===== src/rtl/m3_deadtime_guard.sv =====
// Dead-time insertion and shoot-through guard for a three-phase bridge.
// One OFF/HIGH/LOW/DEAD FSM per phase; a sticky fault forces every phase down to OFF.
module m3_deadtime_guard #(
   parameter int DEAD_CYC = 50,
   parameter int CNT_W    = 8
) (
   input  logic       clk50mhzI,
   input  logic       nResetI,
   input  logic       enableI,
   input  logic       aHreqI,
   input  logic       bHreqI,
   input  logic       cHreqI,
   input  logic       aLreqI,
   input  logic       bLreqI,
   input  logic       cLreqI,
   input  logic       faultClrI,
   output logic       aHPo,
   output logic       bHPo,
   output logic       cHPo,
   output logic       aLNo,
   output logic       bLNo,
   output logic       cLNo,
   output logic [2:0] deadO,
   output logic       faultO
);

   typedef enum logic [1:0] {ST_OFF, ST_HIGH, ST_LOW, ST_DEAD} state_t;

   localparam logic [CNT_W-1:0] DEAD_LOAD = CNT_W'(DEAD_CYC - 1);
   localparam logic [CNT_W-1:0] CNT_ONE   = CNT_W'(1);

   logic [2:0] hreq;
   logic [2:0] lreq;
   logic [2:0] conflict;
   logic [2:0] hp;
   logic [2:0] ln;
   logic [2:0] dead;
   logic       block;
   logic       fault_reg;
   logic       fault_next;

   assign hreq     = {cHreqI, bHreqI, aHreqI};
   assign lreq     = {cLreqI, bLreqI, aLreqI};
   assign conflict = hreq & lreq;

   // A conflict on any phase blocks all phases in the same cycle it is seen,
   // so on-gates drop on the very edge that raises the fault.
   assign block = !enableI || fault_reg || (|conflict);

   genvar gi;
   generate
      for (gi = 0; gi < 3; gi++) begin : g_phase
         state_t           state_reg;
         state_t           state_next;
         logic [CNT_W-1:0] cnt_reg;
         logic [CNT_W-1:0] cnt_next;
         logic             want_h;
         logic             want_l;

         assign want_h = !block && hreq[gi] && !lreq[gi];
         assign want_l = !block && lreq[gi] && !hreq[gi];

         always_ff @(posedge clk50mhzI) begin
            if (!nResetI) begin
               state_reg <= ST_OFF;
               cnt_reg   <= '0;
            end else begin
               state_reg <= state_next;
               cnt_reg   <= cnt_next;
            end
         end

         always_comb begin
            state_next = state_reg;
            cnt_next   = cnt_reg;
            case (state_reg)
               ST_OFF: begin
                  if (want_h)      state_next = ST_HIGH;
                  else if (want_l) state_next = ST_LOW;
               end
               ST_HIGH: begin
                  if (!want_h) begin
                     state_next = ST_DEAD;
                     cnt_next   = DEAD_LOAD;
                  end
               end
               ST_LOW: begin
                  if (!want_l) begin
                     state_next = ST_DEAD;
                     cnt_next   = DEAD_LOAD;
                  end
               end
               default: begin
                  // Dead time always completes; the exit side is chosen only at cnt=0.
                  if (cnt_reg != '0) begin
                     cnt_next = cnt_reg - CNT_ONE;
                  end else if (want_h) begin
                     state_next = ST_HIGH;
                  end else if (want_l) begin
                     state_next = ST_LOW;
                  end else begin
                     state_next = ST_OFF;
                  end
               end
            endcase
         end

         assign hp[gi]   = (state_reg == ST_HIGH);
         assign ln[gi]   = (state_reg == ST_LOW);
         assign dead[gi] = (state_reg == ST_DEAD);
      end
   endgenerate

   // Set has priority over a simultaneous clear.
   always_comb begin
      fault_next = fault_reg;
      if (|conflict)      fault_next = 1'b1;
      else if (faultClrI) fault_next = 1'b0;
   end

   always_ff @(posedge clk50mhzI) begin
      if (!nResetI) fault_reg <= 1'b0;
      else          fault_reg <= fault_next;
   end

   assign aHPo   = hp[0];
   assign bHPo   = hp[1];
   assign cHPo   = hp[2];
   assign aLNo   = ln[0];
   assign bLNo   = ln[1];
   assign cLNo   = ln[2];
   assign deadO  = dead;
   assign faultO = fault_reg;

endmodule


===== config.mk =====
export PLATFORM = sky130hd
export DESIGN_NAME = m3_deadtime_guard
export DESIGN_NICKNAME = d
export VERILOG_FILES = /design/src/rtl/m3_deadtime_guard.sv
export SDC_FILE = /design/constraint.sdc
export NUM_CORES = 1
export LEC_CHECK = 0
export CAP_MARGIN = 20
export CORE_MARGIN = 2
export CORE_UTILIZATION = 45
export CTS_CLUSTER_DIAMETER = 200
export DETAILED_ROUTE_END_ITERATION = 8
export PLACE_DENSITY = 0.7
export SYNTH_ARGS = -nofsm -noshare
export SYNTH_HDL_FRONTEND = slang
export SYNTH_SLANG_ARGS = --single-unit
export TNS_END_PERCENT = 100

===== constraint.sdc =====
create_clock -name clk50mhzI -period 3 [get_ports clk50mhzI]
set_input_delay 0.45 -clock clk50mhzI [delete_from_list [all_inputs] [get_ports clk50mhzI]]
set_output_delay 0.45 -clock clk50mhzI [all_outputs]
set_load 0.02 [all_outputs]

==> out/qor.csv <==
metric,value,unit
vias per std cell,6.21,
Synth area leaders,"dfxtp_1, ha_1, inv_1",
asr flop ratio synth,0,%
"Hold-fix buffers, CTS",0,
Clk pwr share,12.4,%
register area share after synthesis,28.6,%
worst slew pin tran,0.826,ns
vias in the first global route,1934,
largest net degree at the start of global routing,24,
cell leakage power,1.02,nW
I/O pin cnt,20,
hpwl dp,3.64,mm
Hold Path Class,register to register,
Peak supply drop,0.553,mV
post-synth top area share,28.6,%
root buffer cell,clkbuf_8,
Sw Pwr,0.00137,W
H-tree depth,2,
diode count,0,
final setup vio count,0,
first-pass GRT wire length,8.71,mm
Crit Path Class,primary input to register,
Final Critical Period,2.29,ns
routed vias,2049,
1st-pass router iterations,5,
FILL cells,455,
Final Cycle Share,76.2,%
Synth Cell Area,2170,um2
DRC,0,
clock sinks,31,
count of different cell masters after synthesis,56,
Synth Instances,259,
core area,4690,um2
Die ar.,5400,um2
WL final,5.11,mm
Crit Path Max Fanout,11,
initial core utilization,46.3,%
Syn. warnings,0,
Total Routing Usage GR,20.4,%
max cap viols,0,
Die Wd,73.5,um
placed cell count,322,
CP required,3.18,ns
Rel. slew slack,44.7,%
GP Congestion,0.870,
Synth area leader,dfxtp_1,
setup TNS,0,ns
ys flop type,dfxtp_1,
Sw Share,46.6,%
unrepaired setup endpoints after global routing,false,
IO Port Bufs,19,
postcts setup bufs,0,
Worst-path clk slew,0.07,ns
share of layout cells above drive strength 1,9.06,%
Die Span Y,73.5,um
met3 wire len,289,um
starting DRC count in detailed routing,129,
max reg flops,24,
TritonCTS clock tree,done,
reg2reg path depth,6,
"FF+latch count, synth",31,
power per cell area,1180,nW/um2
Post-synth top cells,"dfxtp_1, inv_1, ha_1",
clk_skew,0.00552,ns
initial antenna violation count,0,
outcome,"finished, final reports clean",
Pint,0.00157,W
met2 WL,2.35,mm
final hold violations,0,
logic gate share of total power,62.2,%
Highest Signal Layer,met4,
clk buf depth,2,
"antenna viol nets, final",0,
Worst setup EP type,register,
syn_nets,287,
Inserted Clock Buffers,5,
startpoint types,primary input,
Max Fclk,437,MHz
grt total ovfl,0,
Final Max Tran Viols,0,
Resized cells post-CTS,0,
Final #Nets,303,
Final Non-Filler Cells,330,
Post-synth EDFFs,0,
top-count cell post-synth,dfxtp_1,
site row count,25,
"Arr. time, crit path",2.46,ns
sequential group share of total power,25.3,%
Met1 Wirelength,2.42,mm
DR WL/cell,15.5,um
Mapped Avg Cell Area,8.39,um2
Area Growth Syn to Fin,14.9,%
hold path depth,1,
clock insertion delay at the later pin of the skew report,0.28,ns
## worst max-delay path: stages
cell and delay [ns]:
clkdlybuf4s50_1 0.51, a222oi_1 0.45, buf_4 0.22, o211ai_1 0.34, and3_1 0.30, a41o_1 0.20
## routing by layer
metal	global-route usage, %	vias up
met2	31.9	47
met1	27.5	963
li1	-	1035
met4	7.07	0
met3	4.53	4
met5	0	-
## power by group through the flow
stage | Combinational (W) | Sequential, W | Clock [W]
floorplan | 0.00143 | 0.000709 | 0
global placement | 0.00179 | 0.000742 | 0
detailed placement | 0.00181 | 0.000745 | 0
CTS | 0.00182 | 0.000737 | 0.000378
global route | 0.00205 | 0.000767 | 0.000394
finish | 0.00183 | 0.000743 | 0.000365
## cell usage in the layout, fill, tap and decap left out, types with 2 or more instances in the layout
master and count:
nor3_1 16, and3_1 2, xor2_1 3, a41oi_1 2, buf_4 4, a41o_1 4
nor2_1 11, o311a_1 3, o31ai_1 5, ha_1 18, dfxtp_1 31, and3b_1 5
a31o_2 4, nor3b_1 3, a311oi_1 6, o221a_2 2, inv_1 25, nand2_1 7
o211a_1 3, o311ai_0 4, nor4b_1 3, a21oi_1 16, clkbuf_8 7, or4_1 3
clkdlybuf4s50_1 19, o21ai_0 14, nand3_1 6, o41ai_1 2, nor4_1 4, nand4_1 4
o211ai_1 4, or2_2 2, a31oi_1 11
## final cells by class
| class | count | area [um2] | area share, % |
|---|---|---|---|
| multi-input combinational | 189 | 1390 | 55.8 |
| tap | 54 | 67.6 | 2.71 |
| inverter | 25 | 93.8 | 3.76 |
| timing repair buffer | 23 | 220 | 8.82 |
| clock buffer | 8 | 100 | 4.01 |
| sequential | 31 | 621 | 24.9 |
## worst paths after layout
path	start	to	slack [ns]
min	g_phase[2].cnt_reg[7]$_SDFFE_PN0P_	g_phase[2].cnt_reg[7]$_SDFFE_PN0P_	0.48
min reg2reg	g_phase[2].cnt_reg[7]$_SDFFE_PN0P_	g_phase[2].cnt_reg[7]$_SDFFE_PN0P_	0.48
max	bHreqI	g_phase[0].state_reg[1]$_SDFFE_PN0P_	0.71
max reg2reg	g_phase[0].state_reg[0]$_SDFFE_PN0P_	g_phase[0].cnt_reg[3]$_SDFFE_PN0P_	0.84
## logic make-up after synthesis
family                   Yosys count  synth area share, %
adder cells (fa/ha/maj)           18                 10.4
flip-flops                        31                 28.6
AO/OA/AOI/OAI                     93                 32.3
AND/OR/NAND/NOR                   75                 20.3
XOR/XNOR                           3                 1.21
buffers and inverters             39                 7.26
## per-stage QoR
stage | utilization [%] | hold slack, ns | total power [W] | area (um2) | setup slack [ns]
floorplan | - | 0.437 | 0.00213 | 2170 | 1.06
global placement | 51.1 | 0.462 | 0.00254 | 2400 | 0.490
detailed placement | 51.1 | 0.464 | 0.00255 | 2400 | 0.431
CTS | 53.2 | 0.478 | 0.00293 | 2500 | 0.734
global route | 53.2 | 0.494 | 0.00321 | 2500 | 0.623
finish | 53.2 | 0.481 | 0.00294 | 2500 | 0.714
No activity file was read; power rests on OpenSTA's default activity.
==> RTL change 1: new RTL, same flow settings <==
The parameter `CNT_W` goes from 8 to 6.
--- a/src/rtl/m3_deadtime_guard.sv
+++ b/src/rtl/m3_deadtime_guard.sv
@@ -2,7 +2,7 @@
 // One OFF/HIGH/LOW/DEAD FSM per phase; a sticky fault forces every phase down to OFF.
 module m3_deadtime_guard #(
    parameter int DEAD_CYC = 50,
-   parameter int CNT_W    = 8
+   parameter int CNT_W    = 6
 ) (
    input  logic       clk50mhzI,
    input  logic       nResetI,
Check against the original RTL: no difference found for any inputs over 10 cycles, from zero or initial values and one cycle with nResetI low; that may be too few to reach the edited logic, so the function may still have changed.
==> RTL change 1 against the unedited design <==
- clock skew is 0.0038 ns higher
- sequential cell count is 6 lower
- register-to-register slack worse by 0.05 ns
- worst setup slack better by 0.078 ns
- power is 27% lower
- critical path depth stayed put
- count of clock-buffer cells in the layout is 4 lower
- area after synthesis is 16% lower
- global-route usage is 1.0 points lower
- final area is 15% lower
- wire length is 18% lower
- highest routed layer unchanged
- synthesized cell count is 15% lower
==> RTL change 1: results (changes against the unedited design) <==
status finished, final reports clean; Synth Area in Compound Gates 0.309 (-0.0140); Post-Synthesis Net Count 247 (-14%); Pre-antenna DRT Iters 6 (+1); post-synthesis sequential area ratio 0.273 (-0.0127); Hold Path End g_phase[0].cnt_reg[5]$_SDFFE_PN0P_; kind of critical path reg2reg; Worst-path clk slew 0.10 ns (+0.03 ns); Non-clock buffers 24 (+4.3%); Slowest cell on crit path ha_1; Slew HR 0.667 (+0.220); layout net count 266 (-12%); Non-clock buffer share 0.107 (+0.0190); Tcrit/Tclk final 0.736 (-0.0259); post-place setup slack 0.618 ns (+0.187 ns); FF-to-FF End g_phase[2].cnt_reg[4]$_SDFFE_PN0P_; Critical Path AT 2.38 ns (-0.08 ns); Seq cells post-synth 25 (-19%); ranking of synthesized cells by area dfxtp_1 (27%), ha_1 (12%), a31oi_1 (4.1%); Min-Delay Startpoint g_phase[0].cnt_reg[5]$_SDFFE_PN0P_; Hold Slack 0.497 ns (+0.0159 ns); CP peak stage delay 0.44 ns (-0.07 ns); number of global-route vias before repair 1574 (-19%); #MultiIn Comb 163 (-14%); Largest register FFs 18 (-25%); synth cell count leaders dfxtp_1 (25), inv_1 (20), ha_1 (18); H-tree depth 1 (-1); Fillers 379 (-17%); register-to-register setup slack 0.79 ns (-0.05 ns); Critical R2R Launch g_phase[2].state_reg[0]$_SDFFE_PN0P_; pin count of the biggest net entering global routing 19 (-21%); Avg WL per Cell 14.7 um (-5.4%); number of clock-tree buffers in the layout 4 (-4); GRT Util Overall 0.193 (-0.0103); Leakage 0.855 nW (-16%); Inserted Clock Buffers 3 (-2); worst vdd rail ir drop 411 uV (-26%); share of cells above drive strength 1 0.0675 (-0.0231); number of non-clock inverters 21 (-16%); clk_skew 0.00936 ns (+0.00384 ns); multi-input logic portion of the cell area 0.569 (+0.0108); hpwl dp 3120 um (-14%); CP Max Fanout 9 (-2); Post-Synth Adder-Cell Area 0.123 (+0.0192); Finished Cell Area 2120 um2 (-15%); post-DR vias/cell 6.13 (-1.3%); first-pass GRT wire length 6850 um (-21%); routability cong. 0.818 (-6.0%)
-- RTL change 1: cell count changes after synthesis, moves of 4 or more --
cell     unedited run  this run
nor2_1             11        16
inv_1              25        20
nor3_1             16         9
a21oi_1            16         8
dfxtp_1            31        25
o21ai_0            14        10
-- RTL change 1: metal layers --
| layer | global-route usage | share of wire | up-vias | wire, um |
|---|---|---|---|---|
| li1 | - | - | 883 | - |
| met3 | 0.0263 | 0.042 | 6 | 175 |
| met4 | 0.0625 | 0.012 | 0 | 49 |
| met5 | 0 | 0 | - | 0 |
| met1 | 0.261 | 0.48 | 813 | 2040 |
| met2 | 0.319 | 0.46 | 56 | 1940 |
-- RTL change 1: power breakdown --
group	switching, mW	internal, mW
Sequential	0.120	0.464
Combinational	0.755	0.578
Clock	0.120	0.0953
-- RTL change 1: through the flow --
step / std cells / utilization
floorplan: 219 / -
global placement: 283 / 0.523
detailed placement: 283 / 0.523
CTS: 287 / 0.535
global route: 287 / 0.535
finish: 287 / 0.535
==> RTL change 2: new RTL, config.mk and constraints unchanged <==
Without the edit above. The 4 states of `state_t` get a one-hot encoding in 4 bits.
--- a/src/rtl/m3_deadtime_guard.sv
+++ b/src/rtl/m3_deadtime_guard.sv
@@ -24,7 +24,7 @@
    output logic       faultO
 );
 
-   typedef enum logic [1:0] {ST_OFF, ST_HIGH, ST_LOW, ST_DEAD} state_t;
+   typedef enum logic [3:0] {ST_OFF = 4'b0001, ST_HIGH = 4'b0010, ST_LOW = 4'b0100, ST_DEAD = 4'b1000} state_t;
 
    localparam logic [CNT_W-1:0] DEAD_LOAD = CNT_W'(DEAD_CYC - 1);
    localparam logic [CNT_W-1:0] CNT_ONE   = CNT_W'(1);
Behaviour: no difference found for any inputs over 10 cycles, from zero or initial values and one cycle with nResetI low; not proved beyond that.
==> RTL change 2 against the unedited design <==
- final area increased by 12%
- largest power group unchanged
- count of clock-buffer cells in the layout decreased by 1
- sequential cell count increased by 6
- area after synthesis increased by 13%
- power decreased by 15%
- worst setup slack got worse by 0.27 ns
- sequential power increased by 5.5%
- wire length increased by 7.4%
==> RTL change 2: results (changes against the unedited design) <==
Slew HR 0.511 (+0.0640); Mapped Cells 305 (+18%); EDFF count, synth 0 (unchanged); ranking of synthesized cells by area dfxtp_1 (30%), a21oi_1 (4.5%), o21ai_0 (4.1%); CP Max Fanout 7 (-4); DR iter-0 viols 100 (-22%); initial antenna violation count 0 (unchanged); post-synthesis sequential area ratio 0.302 (+0.0160); hold path depth 2 (+1); share of cells above drive strength 1 0.0857 (-0.00487); GRT Util Overall 0.190 (-0.0142); dpl cells 377 (+17%); Leakage 1.03 nW (+0.91%); CTS root buffer clkbuf_8; post-cts repair resize count 0 (unchanged); number of global-route vias before repair 2101 (+8.6%); routability cong. 0.830 (-4.6%); worst vdd rail ir drop 482 uV (-13%); Fillers 476 (+4.6%); Pre-antenna DRT Iters 4 (-1); Min-Delay Startpoint g_phase[2].cnt_reg[1]$_SDFFE_PN0P_; clk_skew 0.00778 ns (+0.00226 ns); status finished, final reports clean; Area after DPL 2670 um2 (+11%); Port Buf Inserts 19 (unchanged); layout net count 330 (+8.9%); pin count of the biggest net entering global routing 21 (-13%); synth cell count leaders dfxtp_1 (37), a21oi_1 (22), nand2_1 (22); Largest register FFs 24 (unchanged); Avg WL per Cell 14.3 um (-8.0%); Distinct cells, synth 69 (+23%); R2R depth 7 (+1); hpwl dp 3870 um (+6.2%); first-pass GRT wire length 9450 um (+8.6%); predominant post-synthesis flop cell dfxtp_1; critical path launch point g_phase[0].cnt_reg[0]$_SDFFE_PN0P_; DR vias 2301 (+12%); final std cells w/o fill 385 (+17%); Critical Path AT 2.74 ns (+0.28 ns); Post-Synthesis Net Count 321 (+12%)
## RTL change 2: cell count changes after synthesis, sizes merged, moves of 6 or more
cell and change:
dfxtp +6, a21oi +6, nand2 +15, clkbuf +9
o21ai +6, inv -11, ha -12, nor2 +7
## RTL change 2: area by class of cell
type / count / area (um2) / share of cell area
well taps: 70 / 87.6 / 0.0314
flip-flops and latches: 37 / 741 / 0.266
inverters: 14 / 52.6 / 0.0189
clock inverters: 1 / 30.0 / 0.0108
repair buffers: 24 / 228 / 0.0817
clock buffers: 7 / 86.3 / 0.0310
multi-input cells: 232 / 1560 / 0.560
## RTL change 2: kinds of logic after synthesis
kind of cell	after synthesis	synth area share
AND/OR/NAND/NOR	115	0.267
AO/OA/AOI/OAI	101	0.301
flip-flops	37	0.302
buffers and inverters	36	0.0622
XOR/XNOR	6	0.0214
adder cells (fa/ha/maj)	6	0.0306
multiplexers	4	0.0163
## RTL change 2: per-stage QoR
stage | hold WS, ns | util | power, mW | setup WS (ns)
3_5_place_dp | 0.470 | 0.516 | 2.04 | 0.342
4_1_cts | 0.481 | 0.539 | 2.50 | 0.467
6_report | 0.475 | 0.539 | 2.50 | 0.448
2_1_floorplan | 0.445 | - | 1.84 | 0.686
5_1_grt | 0.505 | 0.539 | 2.71 | 0.336
3_3_place_gp | 0.460 | 0.516 | 2.03 | 0.368
## RTL change 2: path summary, 6_finish.rpt
kind                            slack (ns)                                    to
worst max-delay path                  0.45  g_phase[0].state_reg[3]$_SDFFE_PN0P_
worst min register to register        0.47    g_phase[2].cnt_reg[1]$_SDFFE_PN0P_
worst min-delay path                  0.47    g_phase[2].cnt_reg[1]$_SDFFE_PN0P_
worst max register to register        0.45  g_phase[0].state_reg[3]$_SDFFE_PN0P_
## RTL change 2: layer usage
layer  up-vias  share of wire  GRT usage
met1      1069           0.50      0.262
li1       1172              -          -
met4         0          0.015     0.0839
met2        53           0.43      0.288
met5         -              0          0
met3         7          0.045     0.0314
## RTL change 2: power breakdown
part | internal (mW) | switching (mW)
Combinational | 0.554 | 0.711
Clock | 0.271 | 0.183
Sequential | 0.619 | 0.165
Total | 1.44 | 1.06
## RTL change 2: worst max-delay path, stage by stage, from the launching register on
cell and delay, ns:
dfxtp_1 0.35, inv_1 0.11, ha_1 0.14, or4b_1 0.57
or4_4 0.48, o21ai_0 0.21, o211ai_1 0.27, a31o_2 0.31
